### src/rtl/pmem_write_buffer.sv
// pmem_write_buffer: line-granular write buffer between the CPU physical-memory
// port and physical memory. Dirty-line writes are absorbed in one handshake,
// reads that hit a buffered line are served locally, and entries drain to
// memory in FIFO order whenever the upstream port is idle.
//
// Optional feature macro: WBUF_FLUSH_EN (adds flush / flush_done).
//
// Ports:
//   clk, rst_n             clock, asynchronous active-low reset
//   mem_address/read/write upstream request (held until mem_resp)
//   mem_wdata, mem_rdata   upstream write line / registered read line
//   mem_resp               one-cycle upstream completion pulse
//   pmem_address/read/write/wdata/rdata/resp  downstream memory port
//   wbuf_count             number of occupied entries
//   flush, flush_done      (WBUF_FLUSH_EN only) drain-all request / done pulse
module pmem_write_buffer #(
    parameter int unsigned DEPTH   = 4,
    parameter int unsigned ADDR_W  = 16,
    parameter int unsigned BLOCK_W = 128
) (
    input  logic                         clk,
    input  logic                         rst_n,
    input  logic [ADDR_W-1:0]            mem_address,
    input  logic                         mem_read,
    input  logic                         mem_write,
    input  logic [BLOCK_W-1:0]           mem_wdata,
    output logic [BLOCK_W-1:0]           mem_rdata,
    output logic                         mem_resp,
    output logic [ADDR_W-1:0]            pmem_address,
    output logic                         pmem_read,
    output logic                         pmem_write,
    output logic [BLOCK_W-1:0]           pmem_wdata,
    input  logic [BLOCK_W-1:0]           pmem_rdata,
    input  logic                         pmem_resp,
`ifdef WBUF_FLUSH_EN
    input  logic                         flush,
    output logic                         flush_done,
`endif
    output logic [$clog2(DEPTH+1)-1:0]   wbuf_count
);

    localparam int unsigned OFF_W = $clog2(BLOCK_W / 8);
    localparam int unsigned TAG_W = ADDR_W - OFF_W;
    localparam int unsigned PTR_W = $clog2(DEPTH);
    localparam int unsigned CNT_W = $clog2(DEPTH + 1);

    typedef enum logic [1:0] {IDLE, RESP, READ_MEM, DRAIN} state_t;

    state_t               state;
    logic [TAG_W-1:0]     tags   [DEPTH];
    logic [BLOCK_W-1:0]   data_q [DEPTH];
    logic [DEPTH-1:0]     valid;
    logic [PTR_W-1:0]     head;
    logic [PTR_W-1:0]     tail;
`ifdef WBUF_FLUSH_EN
    logic                 flush_mode;
`endif

    logic [TAG_W-1:0]     req_tag;
    logic                 hit;
    logic [PTR_W-1:0]     hit_idx;
    logic                 full;
    logic                 unused_offset;

    assign req_tag       = mem_address[ADDR_W-1:OFF_W];
    assign full          = (wbuf_count == CNT_W'(DEPTH));
    assign unused_offset = ^mem_address[OFF_W-1:0];

    // Parallel tag compare; coalescing guarantees at most one valid match.
    always_comb begin
        hit     = 1'b0;
        hit_idx = '0;
        for (int i = 0; i < DEPTH; i++) begin
            if (valid[i] && (tags[i] == req_tag)) begin
                hit     = 1'b1;
                hit_idx = PTR_W'(i);
            end
        end
    end

    // Control FSM, FIFO storage and all registered outputs.
    always_ff @(posedge clk or negedge rst_n) begin
        if (!rst_n) begin
            state        <= IDLE;
            valid        <= '0;
            head         <= '0;
            tail         <= '0;
            wbuf_count   <= '0;
            mem_resp     <= 1'b0;
            mem_rdata    <= '0;
            pmem_read    <= 1'b0;
            pmem_write   <= 1'b0;
            pmem_address <= '0;
            pmem_wdata   <= '0;
            for (int i = 0; i < DEPTH; i++) begin
                tags[i]   <= '0;
                data_q[i] <= '0;
            end
`ifdef WBUF_FLUSH_EN
            flush_mode   <= 1'b0;
            flush_done   <= 1'b0;
`endif
        end else begin
            mem_resp <= 1'b0;
`ifdef WBUF_FLUSH_EN
            flush_done <= 1'b0;
`endif
            case (state)
                IDLE: begin
`ifdef WBUF_FLUSH_EN
                    // Flush mode ignores upstream until the buffer is empty.
                    if (flush_mode) begin
                        pmem_write   <= 1'b1;
                        pmem_address <= {tags[head], {OFF_W{1'b0}}};
                        pmem_wdata   <= data_q[head];
                        state        <= DRAIN;
                    end else
`endif
                    if (mem_read) begin
                        if (hit) begin
                            mem_rdata <= data_q[hit_idx];
                            mem_resp  <= 1'b1;
                            state     <= RESP;
                        end else begin
                            pmem_read    <= 1'b1;
                            pmem_address <= {req_tag, {OFF_W{1'b0}}};
                            state        <= READ_MEM;
                        end
                    end else if (mem_write) begin
                        if (hit) begin
                            data_q[hit_idx] <= mem_wdata;
                            mem_resp        <= 1'b1;
                            state           <= RESP;
                        end else if (!full) begin
                            tags[tail]   <= req_tag;
                            data_q[tail] <= mem_wdata;
                            valid[tail]  <= 1'b1;
                            tail         <= tail + PTR_W'(1);
                            wbuf_count   <= wbuf_count + CNT_W'(1);
                            mem_resp     <= 1'b1;
                            state        <= RESP;
                        end else begin
                            // Full: free the head entry; the write retries from IDLE.
                            pmem_write   <= 1'b1;
                            pmem_address <= {tags[head], {OFF_W{1'b0}}};
                            pmem_wdata   <= data_q[head];
                            state        <= DRAIN;
                        end
                    end
`ifdef WBUF_FLUSH_EN
                    else if (flush) begin
                        if (wbuf_count == '0) begin
                            flush_done <= 1'b1;
                        end else begin
                            flush_mode   <= 1'b1;
                            pmem_write   <= 1'b1;
                            pmem_address <= {tags[head], {OFF_W{1'b0}}};
                            pmem_wdata   <= data_q[head];
                            state        <= DRAIN;
                        end
                    end
`endif
                    else if (wbuf_count != '0) begin
                        pmem_write   <= 1'b1;
                        pmem_address <= {tags[head], {OFF_W{1'b0}}};
                        pmem_wdata   <= data_q[head];
                        state        <= DRAIN;
                    end
                end

                READ_MEM: begin
                    if (pmem_resp) begin
                        pmem_read <= 1'b0;
                        mem_rdata <= pmem_rdata;
                        mem_resp  <= 1'b1;
                        state     <= RESP;
                    end
                end

                DRAIN: begin
                    if (pmem_resp) begin
                        pmem_write  <= 1'b0;
                        valid[head] <= 1'b0;
                        head        <= head + PTR_W'(1);
                        wbuf_count  <= wbuf_count - CNT_W'(1);
`ifdef WBUF_FLUSH_EN
                        if (flush_mode && (wbuf_count == CNT_W'(1))) begin
                            flush_mode <= 1'b0;
                            flush_done <= 1'b1;
                        end
`endif
                        state       <= IDLE;
                    end
                end

                RESP:    state <= IDLE;
                default: state <= IDLE;
            endcase
        end
    end

endmodule

### config.mk
export PLATFORM = sky130hd
export DESIGN_NAME = pmem_write_buffer
export DESIGN_NICKNAME = d
export VERILOG_FILES = /design/src/rtl/pmem_write_buffer.sv
export SDC_FILE = /design/constraint.sdc
export NUM_CORES = 2
export LEC_CHECK = 0
export CORE_MARGIN = 5
export CORE_UTILIZATION = 35
export DETAILED_ROUTE_END_ITERATION = 16
export MAX_ROUTING_LAYER = met4
export PLACE_DENSITY = 0.53
export SYNTH_ARGS = -nofsm -noshare
export SYNTH_HDL_FRONTEND = slang
export SYNTH_SLANG_ARGS = --single-unit
### constraint.sdc
create_clock -name clk -period 3.05 [get_ports clk]
set_input_delay 0.61 -clock clk [delete_from_list [all_inputs] [get_ports clk]]
set_output_delay 0.61 -clock clk [all_outputs]
set_load 0.01 [all_outputs]
==> impl_metrics.env <==
export IMPL_tritoncts="built"
export IMPL_route_vias_total=28400
export IMPL_ys_seq_area_frac=0.526
export IMPL_wirelength_mm=139
export IMPL_postSynth_asyncResetShare=1.00
export IMPL_worst_slack_ns=0.0947
export IMPL_p_total_mw=54.0
export IMPL_grt_max_degree=126
export IMPL_hold_path_class="input pin to async pin"
export IMPL_clock_path_buffers=3
export IMPL_dpl_cell_count=4917
export IMPL_fmax_ghz=0.338
export IMPL_cp_arrival_ns=3.56
export IMPL_vias_per_cell=5.55
export IMPL_crit_fanout=26
export IMPL_clockRootBuffer="clkbuf_16"
export IMPL_fin_worst_skew_ns=0.0285
export IMPL_pre_cts_ws_ns=-0.638
export IMPL_utilization=0.460
export IMPL_ys_types=44
export IMPL_yosysTopAreaCell="dfrtp_1"
export IMPL_core_sq_mm=0.114
export IMPL_firstDrtPassIters=7
export IMPL_rows=124
export IMPL_outcome="completed"
export IMPL_placed_area_sq_mm=0.0490
export IMPL_postRouteAntennaNets=0
export IMPL_fin_tns_setup_ns=0
export IMPL_grtUsageTotal=0.230
export IMPL_dp_hpwl_mm=93.6
export IMPL_routedWlPerCell_um=27.1
export IMPL_ios=555
export IMPL_met2_usage=0.376
export IMPL_fin_cells=5114
export IMPL_syn_to_final_growth_pct=30.8
export IMPL_clk_pin_slew_ns=0.06
export IMPL_reg2reg_depth=9
export IMPL_slew_violations=0
export IMPL_slew_headroom=0.537
export IMPL_setup_viol=0
export IMPL_peakVddDrop_v=0.000515
export IMPL_cellLeakagePower_nw=22.3
export IMPL_crit_type="input pin to flip-flop"
export IMPL_crit_required_ns=3.66
export IMPL_fin_hold_ws_ns=0.456
export IMPL_ys_ff_latch=844
export IMPL_synthFlopType="dfrtp_1"
export IMPL_synthCells=2881
export IMPL_tightest_slew_ns=0.694
export IMPL_grt_pass1_vias=31182
export IMPL_synth_edf_count=0
export IMPL_die_area_sq_mm=0.122
export IMPL_p_per_area_mw_per_mm2=1030
export IMPL_use_met3=0.0413
export IMPL_die_w_um=349
export IMPL_final_area_sq_mm=0.0525
export IMPL_synth_top_area_frac=0.526
export IMPL_drc=0
export IMPL_r2r_start="tags[27]$_DFFE_PN0P_"
export IMPL_hold_violations=0
export IMPL_synth_common_cells="dfrtp_1, mux2_2, mux2_1"
export IMPL_gr_usage_met1=0.293
export IMPL_start_kind="input pin"
export IMPL_syn_avg_cell_area_sq_um=13.9
export IMPL_cts_max_level=3
export IMPL_globalplace_congestion=0.833
export IMPL_synthMostInstantiatedCell="dfrtp_1"
export IMPL_drive_gt1_frac=0.302
export IMPL_cts_buffers=98
export IMPL_grt_pass1_wl_mm=208
export IMPL_start_util=0.352
export IMPL_grt_antenna_before_repair=18
export IMPL_clock_latency_ns=0.67
export IMPL_fp_dieH_um=349
export IMPL_yosys_warnings=0
export IMPL_rsz0062_at_grt="true"
export IMPL_top_usage_layer="met2"
export IMPL_fin_crit_ns=2.96
export IMPL_nNetsFinal=3795
export IMPL_clock_sinks=844
export IMPL_grt_overflow=0
export IMPL_r2r_end="mem_rdata[10]$_DFFE_PN0P_"
export IMPL_portBuffers=546
export IMPL_drt_iter0_markers=1854
export IMPL_syn_area_sq_mm=0.0401
export IMPL_yosys_top_cells_area="dfrtp_1, mux2_2, mux2_1"
export IMPL_reg2reg_setup_slack_ns=0.23
export IMPL_fin_crit_sh=0.969
export IMPL_critPathCaptureType="flip-flop"
export IMPL_max_cap_violations=0
per-layer routing:
metal | wire length (um) | up-vias
met5 | 0 | -
met4 | 3470 | 0
met3 | 8680 | 205
met2 | 68000 | 1008
met1 | 58600 | 15033
li1 | - | 12154
cell type report:
type	instances	area (sq um)
fillers	10056	61500
clock buffers	139	2880
clock inverters	39	435
repair buffers	777	8250
diodes	15	37.5
well taps	1512	1890
inverters	8	30.0
multi-input cells	1780	17800
flip-flops and latches	844	21100
power breakdown:
part | internal, mW | switching (mW)
registers | 16.5 | 4.11
clock network | 7.17 | 4.89
logic | 12.1 | 9.18
logic make-up (layout without fill, tap and decap cells):
logic type               after synthesis  count (layout)  share of synthesized area
AO/OA/AOI/OAI                        531             531                     0.0830
AND/OR/NAND/NOR                      203             203                     0.0303
other                                  1              19                  0.0000935
buffers and inverters                260             963                     0.0314
XOR/XNOR                              53              53                     0.0116
multiplexers                         980             980                      0.314
adder cells (fa/ha/maj)                9               9                    0.00299
flip-flops                           844             844                      0.526
what timing repair did:
action,4_1_cts,5_1_grt
hold endpoints to repair,19,0
buffers inserted,0,0
hold buffers,1,0
gates resized for setup,0,6
endpoints found under the setup margin,0,111
state kept, by name (all words and copies together), names as in the netlist:
signal	count
head	2
mem_rdata	128
valid	4
tail	2
pmem_wdata	128
mem_resp	1
pmem_address	12
pmem_read	1
state	2
data_q	512
pmem_write	1
wbuf_count	3
tags	48
layout by cell type, fill, tap and decap left out, types with 6 or more instances in the layout:
cell type and n:
clkbuf_8 21, xnor2_1 52, and2_1 129, clkdlybuf4s50_1 543, o21ai_0 173, mux2_2 529
a221oi_1 127, clkinv_2 21, inv_1 8, a31oi_1 128, buf_4 148, bufinv_16 7
a21oi_1 6, nand4_1 8, buf_12 76, o21ai_1 87, clkbuf_16 103, diode_2 15
dfrtp_1 842, mux2_1 311, nand2_1 30, mux4_2 140, nor2_1 10, ha_1 8
clkbuf_1 17
how the worst max path moves through the flow:
stage | depth (start not counted) | end | startpoint
after floorplan | 9 | data_q[135]$_DFFE_PN0P_ | mem_address[9]
after global placement | 13 | mem_rdata[117]$_DFFE_PN0P_ | mem_address[9]
after detailed placement | 12 | data_q[383]$_DFFE_PN0P_ | mem_address[7]
after CTS | 12 | data_q[257]$_DFFE_PN0P_ | mem_address[7]
after global routing | 12 | data_q[308]$_DFFE_PN0P_ | mem_address[12]
final | 10 | mem_rdata[10]$_DFFE_PN0P_ | mem_address[7]
critical path, stage by stage:
cell and delay, ns:
clkdlybuf4s50_1 0.52, xnor2_1 0.28, nand4_1 0.24, or4_4 0.64
nor2_4 0.24, buf_12 0.23, buf_4 0.19, a221oi_1 0.07
o21ai_1 0.28, mux2_2 0.21
No activity file was read; power rests on OpenSTA's default activity.
